$ cat src/rtl/perf_pkg.sv
// perf_pkg: shared definitions for the performance monitor.
//   perf_state_e : measurement FSM state encoding (RUN=0, HALTED=1, TIMED_OUT=2)
//   SEL_CYCLE    : rd_sel index of the cycle counter
//   SEL_INSTR    : rd_sel index of the retired-instruction counter
//   SEL_EV_BASE  : rd_sel index of event channel 0 (channel i is at SEL_EV_BASE+i)
package perf_pkg;

  typedef enum logic [1:0] {
    ST_RUN       = 2'd0,
    ST_HALTED    = 2'd1,
    ST_TIMED_OUT = 2'd2
  } perf_state_e;

  localparam int SEL_CYCLE   = 0;
  localparam int SEL_INSTR   = 1;
  localparam int SEL_EV_BASE = 2;

endpackage

$ cat src/rtl/sat_counter.sv
// sat_counter: saturating up-counter with a sticky overflow flag.
//   clk    in  clock
//   rst_n  in  async active-low reset, zeroes value and ovf
//   clr    in  synchronous zero of value and ovf (wins over hold)
//   hold   in  freeze value and ovf
//   inc    in  count request for this edge
//   value  out counter value, stops at all-ones
//   ovf    out set on the edge the counter would have wrapped
module sat_counter #(
  parameter int CNT_W = 32
) (
  input  logic             clk,
  input  logic             rst_n,
  input  logic             clr,
  input  logic             hold,
  input  logic             inc,
  output logic [CNT_W-1:0] value,
  output logic             ovf
);

  always_ff @(posedge clk or negedge rst_n) begin
    if (!rst_n) begin
      value <= '0;
      ovf   <= 1'b0;
    end else if (clr) begin
      value <= '0;
      ovf   <= 1'b0;
    end else if (!hold && inc) begin
      if (&value) ovf <= 1'b1;
      else        value <= value + 1'b1;
    end
  end

endmodule

$ cat src/rtl/perf_monitor.sv
// perf_monitor: cycle / retired-instruction / event counters with a
// run-halt-timeout measurement FSM and a registered read port.
//   clk     in  clock
//   rst_n   in  async active-low reset
//   clear   in  synchronous restart (zero counters, back to RUN)
//   is_halt in  processor halt indication, ends the measurement
//   w_v     in  writeback valid, one retired instruction per high cycle
//   ev      in  per-channel event strobes
//   rd_sel  in  read index: 0 cycles, 1 instructions, 2+i event channel i
//   rd_data out registered counter value of rd_sel (0 if out of range)
//   rd_ovf  out registered sticky overflow of rd_sel (0 if out of range)
//   cycle   out live cycle counter
//   instrs  out live instruction counter
//   state   out FSM state
//   done    out state is HALTED or TIMED_OUT
//
// state     | meaning
// RUN       | counting; halt or timeout ends the measurement
// HALTED    | is_halt seen; counters frozen until clear
// TIMED_OUT | cycle reached TIMEOUT; counters frozen until clear
module perf_monitor
  import perf_pkg::*;
#(
  parameter int CNT_W   = 32,
  parameter int NUM_EV  = 4,
  parameter int TIMEOUT = 10000,
  localparam int RD_W   = $clog2(NUM_EV + 2)
) (
  input  logic              clk,
  input  logic              rst_n,
  input  logic              clear,
  input  logic              is_halt,
  input  logic              w_v,
  input  logic [NUM_EV-1:0] ev,
  input  logic [RD_W-1:0]   rd_sel,
  output logic [CNT_W-1:0]  rd_data,
  output logic              rd_ovf,
  output logic [CNT_W-1:0]  cycle,
  output logic [CNT_W-1:0]  instrs,
  output logic [1:0]        state,
  output logic              done
);

  localparam int NUM_CNT = NUM_EV + 2;
  localparam bit TO_EN   = (TIMEOUT != 0);
  // Last RUN value of the cycle counter before the timeout fires.
  localparam logic [CNT_W-1:0] TO_LAST = TO_EN ? CNT_W'(TIMEOUT - 1) : '0;

  perf_state_e state_q, state_d;

  logic [CNT_W-1:0]   cnt_val [NUM_CNT];
  logic [NUM_CNT-1:0] ovf_vec;
  logic [NUM_CNT-1:0] inc_vec;
  logic               hold;
  logic               to_hit;
  logic [CNT_W-1:0]   rd_mux;
  logic               ovf_mux;

  // Bit order matches the rd_sel map: cycle, instrs, then event channels.
  assign inc_vec = {ev, w_v, 1'b1};
  assign hold    = (state_q != ST_RUN);
  assign to_hit  = TO_EN && (cnt_val[SEL_CYCLE] == TO_LAST);

  for (genvar i = 0; i < NUM_CNT; i++) begin : g_cnt
    sat_counter #(.CNT_W(CNT_W)) u_cnt (
      .clk   (clk),
      .rst_n (rst_n),
      .clr   (clear),
      .hold  (hold),
      .inc   (inc_vec[i]),
      .value (cnt_val[i]),
      .ovf   (ovf_vec[i])
    );
  end

  always_ff @(posedge clk or negedge rst_n) begin
    if (!rst_n) state_q <= ST_RUN;
    else        state_q <= state_d;
  end

  // Halt is tested before timeout so a coincident halt wins.
  always_comb begin
    state_d = state_q;
    if (clear) begin
      state_d = ST_RUN;
    end else begin
      case (state_q)
        ST_RUN: begin
          if (is_halt)     state_d = ST_HALTED;
          else if (to_hit) state_d = ST_TIMED_OUT;
        end
        ST_HALTED:    state_d = ST_HALTED;
        ST_TIMED_OUT: state_d = ST_TIMED_OUT;
        default:      state_d = ST_RUN;
      endcase
    end
  end

  always_comb begin
    rd_mux  = '0;
    ovf_mux = 1'b0;
    for (int i = 0; i < NUM_CNT; i++) begin
      if (rd_sel == RD_W'(i)) begin
        rd_mux  = cnt_val[i];
        ovf_mux = ovf_vec[i];
      end
    end
  end

  always_ff @(posedge clk or negedge rst_n) begin
    if (!rst_n) begin
      rd_data <= '0;
      rd_ovf  <= 1'b0;
    end else begin
      rd_data <= rd_mux;
      rd_ovf  <= ovf_mux;
    end
  end

  assign cycle  = cnt_val[SEL_CYCLE];
  assign instrs = cnt_val[SEL_INSTR];
  assign state  = state_q;
  assign done   = (state_q == ST_HALTED) || (state_q == ST_TIMED_OUT);

endmodule

$ cat config.mk
export PLATFORM = sky130hd
export DESIGN_NAME = perf_monitor
export DESIGN_NICKNAME = d
export VERILOG_FILES = /design/src/rtl/perf_pkg.sv /design/src/rtl/sat_counter.sv /design/src/rtl/perf_monitor.sv
export SDC_FILE = /design/constraint.sdc
export NUM_CORES = 1
export LEC_CHECK = 0
export ABC_AREA = 1
export BUFFER_PORTS_ARGS = -buffer_cell sky130_fd_sc_hd__clkbuf_2
export CORE_AREA = 4 4 178 180
export CTS_CLUSTER_DIAMETER = 100
export CTS_CLUSTER_SIZE = 30
export DETAILED_ROUTE_END_ITERATION = 8
export DIE_AREA = 0 0 182 184
export GPL_ROUTABILITY_DRIVEN = 0
export GPL_TIMING_DRIVEN = 0
export HOLD_SLACK_MARGIN = 0.05
export PLACE_DENSITY = 0.73
export SETUP_SLACK_MARGIN = 0.02
export SYNTH_ARGS = -nofsm -noshare
export SYNTH_HDL_FRONTEND = slang
export SYNTH_HIERARCHICAL = 1
export SYNTH_SLANG_ARGS = --single-unit
$ cat constraint.sdc
create_clock -name clk -period 2.87 [get_ports clk]
set_input_delay 0.574 -clock clk [delete_from_list [all_inputs] [get_ports clk]]
set_output_delay 0.574 -clock clk [all_outputs]
set_load 0.005 [all_outputs]
Yosys cells after proc, flatten, opt, wreduce, memory -nomap -nowiden
Index checks and enable logic that the tools add are counted. Widths: inputs -> output; s select.

Logic and storage cells: 128. Output and inout port bits: 100. Memory bits (writable): 0. Latch bits: 0. Bits in read-only memories: 0. Memories: 0. Register bits: 233. Input port bits: 12.

Shift-type cells: 0. $add $sub $neg: 6. Divide/modulo/power cells: 0. Mux-type cells: 52. Bitwise operators: 0. Multiply operators: 0. Order comparisons: 0. Reductions and logical operators: 39. Eq/ne operators: 16.

Operators with widths (count): $mux 32 (24); $add 32x1->32 const B (6); $reduce_and 32->1 (6); $eq 32x14->1 const B (1); $mux 1 (24); $reduce_and 2->1 (12); $reduce_bool 2->1 (12); $ne 2x2->1 const B (7); $eq 3x2->1 const B (2); $eq 3x3->1 const B (2); $mux 2 (3); $pmux 2 s3 (1); $logic_and 1x1->1 (5); $ne 4x4->1 const B (1); $eq 3x1->1 const B (1); $logic_not 3->1 (1); $eq 2x1->1 const B (1); $eq 2x2->1 const B (1); $logic_not 2->1 (1); $logic_not 1->1 (1); $logic_or 1x1->1 (1).

Longest topological paths before layout
Depth in word-level cells: 7. Gate-level depth with buffers: 11.

Hierarchy
Netlist, hierarchy kept.

Modules (own cells, without submodules): sat_counter at g_cnt[1].u_cnt ... (area an instance 2282.2 µm², sequential area each 825.8 µm², cells an instance 349, instances 5); perf_monitor (area an instance 2635.0 µm², sequential area each 875.8 µm², cells an instance 442, instances 1); sat_counter at g_cnt[0].u_cnt (area an instance 2314.7 µm², sequential area each 825.8 µm², cells an instance 350, instances 1).

Worst setup path after synthesis
No wires, ideal clock.

Path kind: reg2reg. From: register g_cnt[0].u_cnt.value[0]. To: register g_cnt[0].u_cnt.value[3]. Cell stages (with the launch flop): 11. Setup slack: 1187 ps. Data arrival time: 1557 ps. Buffers on the path: 2. Cells stage by stage: dfrtp_1 -> ha_1 -> nand2_1 -> nor2_4 -> nand2_4 -> nor2_8 -> nand4_2 -> nand2_2 -> buf_8 -> buf_8 -> o21ai_0.

Longest elaborated chain between the ends: 4. Elaborated cells on any way between the ends: 7.

Ends and longest elaborated chain: start, declared (RTL line sat_counter.sv:17) `output logic [CNT_W-1:0] value,`; start signal, assigned (RTL line sat_counter.sv:30) `else value <= value + 1'b1;`; $add 32x1->32 (RTL line sat_counter.sv:30); $mux 32 (RTL line sat_counter.sv:29) `if (&value) ovf <= 1'b1;`; $mux 32 (RTL line sat_counter.sv:28) `end else if (!hold && inc) begin`; $mux 32 (RTL line sat_counter.sv:25) `end else if (clr) begin`.

Several ways; a longest one is shown, not always the timed one. The select of a mux whose other input is x is not followed. A chain may end at the register's enable or synchronous reset.

Worst setup path in the final report
From: input clear. To: register g_cnt[2].u_cnt.value[25].

Longest elaborated chain between the ends: 2. Elaborated cells on any way between the ends: 4.

Ends and longest elaborated chain: start, declared (RTL line perf_monitor.sv:31) `input logic clear,`; $ne 2x2->1 (no line) or $reduce_bool 2->1 (tied branches); $reduce_and 2->1 (no line); end signal, assigned (RTL line sat_counter.sv:30); end, declared (RTL line sat_counter.sv:17).

Several ways; a longest one is shown, not always the timed one.

==> impl_metrics.sql <==
INSERT INTO impl_metrics (metric_group, metric, value, unit) VALUES
('power_and_ir_drop', 'p_total', '6.549', 'mW'),
('critical_path', 'critPathMaxFanout', '33', ''),
('cts', 'number_of_clock_sinks', '233', ''),
('synth', 'synth.net_count', '2556', ''),
('cts', 'cts_buffer_depth', '3', ''),
('layout', 'area.sequential', '5831', 'um^2'),
('timing', 'finalSetupViolations', '0', ''),
('routing', 'detail_route.wl_per_cell', '17.07', 'um'),
('global_route', 'first_global_vias', '15400', ''),
('synth', 'synth-edff-count', '0', ''),
('floorplan', 'chipHeight', '184', 'um'),
('routing', 'drt.antenna.violating_nets', '0', ''),
('critical_path', 'cp.required', '3.30', 'ns'),
('cts', 'postCtsSetupBuffers', '0', ''),
('floorplan', 'fp.dieArea', '33490', 'um^2'),
('synth', 'yosys-top-cells-area', 'dfrtp_1 (36%), nand2_1 (21%), nand3_1 (8.2%), nor2_1 (8.0%), inv_1 (6.8%)', ''),
('power_and_ir_drop', 'vdd_drop_max', '0.4498', 'mV'),
('layout', 'fillCellCount', '3018', ''),
('synth', 'ys_seq_elements', '233', ''),
('synth', 'netlist.top_cell.by_area', 'dfrtp_1', ''),
('timing', 'final_hold_viols', '0', ''),
('layout', 'syn_to_final_growth', '9.277', '%'),
('global_route', 'antenna_found_initial', '0', ''),
('routing', 'drt_first_iter_violations', '1847', ''),
('cts', 'tritoncts', 'yes', ''),
('synth', 'synthTopCellsByCount', 'nand2_1 (929), nor2_1 (350), inv_1 (298)', ''),
('routing', 'drt_pass_1_iters', '6', ''),
('cts', 'h_tree_depth_reported_by_cts', '1', ''),
('routing', 'route.vias.total', '17070', ''),
('placement', 'placement.setup.worst_slack', '-0.01403', 'ns'),
('critical_path', 'critPathLaunchType', 'primary input', ''),
('timing', 'final.setup_skew', '0.02819', 'ns'),
('placement', 'place_inst', '3046', ''),
('timing', 'final_critical_path_setup_slack', '0.3605', 'ns'),
('power_and_ir_drop', 'power_per_cell_area', '366.3', 'nW/um^2'),
('routing', 'totalWireLength', '52320', 'um'),
('layout', 'drive_above_1_share', '12.10', '%'),
('cts', 'clock_tree.root_cell', 'clkbuf_16', ''),
('critical_path', 'worstSetupPathType', 'in2reg', ''),
('min_path', 'min-delay-path-class', 'in2async', ''),
('routing', 'drc', '0', ''),
('power_and_ir_drop', 'leakage', '8.078', 'nW'),
('timing', 'share_of_the_cycle_needed_by_the_critical_path_after_routing', '87.44', '%'),
('timing', 'timing.max_slew.rel_slack', '21.84', '%'),
('layout', 'fin_nets', '2684', ''),
('timing', 'timing_max_transition_violations_final', '0', ''),
('placement', 'dp.final_hpwl', '39390', 'um'),
('synth', 'yosys.cell_count.top_type', 'nand2_1', ''),
('placement', 'io_buffers', '111', ''),
('critical_path', 'critPathCaptureType', 'flip-flop', ''),
('cts', 'clk_transition_reported_paths', '0.12', 'ns'),
('global_route', 'grt_start_max_net_pins', '89', ''),
('layout', 'multiInputGateArea', '8929', 'um^2'),
('synth', 'synth_sequential_area_ratio', '35.64', '%'),
('synth', 'synth_cells', '2537', ''),
('layout', 'post-route-util', '59.22', '%'),
('floorplan', 'rows', '64', ''),
('routing', 'ratio_of_routed_vias_to_standard_cells', '5.571', ''),
('synth', 'syn_area_per_cell', '6.449', 'um^2'),
('floorplan', 'die_width', '182', 'um'),
('synth', 'synth_async_sr_flop_share', '100.0', '%'),
('run_status', 'outcome', 'finished clean', ''),
('synth', 'yosys_warnings', '6', ''),
('critical_path', 'worst_path_arrival_time', '2.94', 'ns'),
('cts', 'cts_resized', '0', ''),
('cts', 'postCtsHoldBufs', '0', ''),
('synth', 'netlist_area', '16360', 'um^2'),
('timing', 'timing.final.crit_period', '2.509', 'ns'),
('cts', 'tritoncts.num_buffers', '13', ''),
('floorplan', 'core_area', '30190', 'um^2'),
('cts', 'clkLatencyLatePin', '0.51', 'ns'),
('synth', 'synth_flop_cell', 'dfrtp_1', ''),
('timing', 'unrepaired_setup_endpoints_after_global_routing', 'false', ''),
('global_route', 'grt.overflow.total', '0', ''),
('global_route', 'wire_length_of_the_first_global_routing_pass', '82420', 'um'),
('synth', 'yosys.cell_types.count', '33', ''),
('global_route', 'gr_usage_total', '30.51', '%'),
('layout', 'num_antenna_cells', '0', ''),
('flow_run', 'drv.max_cap_violation_count', '0', ''),
('layout', 'finish.cell_count_without_fillers', '3065', ''),
('floorplan', 'floorplan.initialDensity', '54.19', '%'),
('floorplan', 'floorplan.io_pins', '112', ''),
('timing', 'worst_slew_pin_slew', '1.172', 'ns'),
('timing', 'fmax', '0.3985', 'GHz'),
('synth', 'synth_largest_type_area_fraction', '35.64', '%');
[where the power goes]
part	internal (mW)	switching, mW	leakage, nW
clock network	0.895	1.25	0.199
registers	3.33	0.0611	3.25
logic	0.257	0.757	4.63
[cell families (layout without fill, tap and decap cells)]
family	after synthesis	count (layout)	synth area share, %
and+or+nand+nor	1667	1667	43.38
buffers and inverters	377	509	9.789
DFF	233	233	35.64
AOI/OAI and AO/OA	216	216	8.711
xor gates and xnor gates	36	36	1.927
adders and majority gates	7	7	0.5353
other	1	1	0.02292
[registers in the layout, indices dropped and copies added, names as in the netlist]
signal             count
g_cnt.u_cnt/ovf        6
g_cnt.u_cnt/value    192
rd_data               32
rd_ovf                 1
state                  2
[worst max-delay path, stage by stage]
cell	delay (ns)
clkbuf_2	0.63
inv_1	0.35
buf_1	0.46
buf_1	0.56
nand3_1	0.20
o21ai_2	0.14
[placed cells by master, fill, tap and decap left out, drive strengths merged]
master  instances
o22ai          33
clkinv          2
inv           315
o21bai         30
o21ai         138
nor2          381
xnor2          18
conb            1
nand3b          6
a211oi          1
buf            57
a21oi          14
ha              7
nor3            4
xor2           18
nand4          47
clkbuf        135
dfrtp         233
or2            13
nand3         267
nand2         949
[path summary, 6_finish.rpt]
path                                     from  cells after the start  slack, ns                       end
setup / recovery                        clear                      6       0.36  g_cnt[2].u_cnt/value[25]
min in group clk                        ev[2]                      5       0.44        g_cnt[4].u_cnt/ovf
setup reg to reg                     state[1]                      9       0.60  g_cnt[2].u_cnt/value[30]
hold reg to reg            g_cnt[2].u_cnt/ovf                      2       0.53        g_cnt[2].u_cnt/ovf
hold / removal                          rst_n                      1       0.05  g_cnt[1].u_cnt/value[18]
max in group asynchronous               rst_n                      2       1.93   g_cnt[4].u_cnt/value[8]
[per-layer routing]
| layer | GRT usage, % | vias to the layer above | share of wire [%] |
|---|---|---|---|
| li1 | - | 8230 | - |
| met1 | 42.06 | 7918 | 42 |
| met2 | 48.62 | 797 | 45 |
| met3 | 2.968 | 129 | 7.6 |
| met4 | 14.80 | 0 | 5.3 |
| met5 | 0 | - | 0 |
[final cells by class]
class,count,share of cell area [%]
clock inverter,6,0.4339
inverter,311,6.529
buffer,66,2.428
timing repair buffer,113,3.464
clock buffer,13,1.820
sequential,233,32.61
tap,396,2.771
multi-input combinational,1927,49.94
[per-stage QoR]
stage          area (um^2)  hold slack (ns)  TNS (ns)
2_1_floorplan        16360           0.2784         0
3_3_place_gp         17410           0.5076   -849.99
3_5_place_dp         17480           0.5089  -0.02177
4_1_cts              17880          0.06342         0
5_1_grt              17880          0.07444         0
6_report             17880          0.04528         0
(Power assumes the default switching activity.)
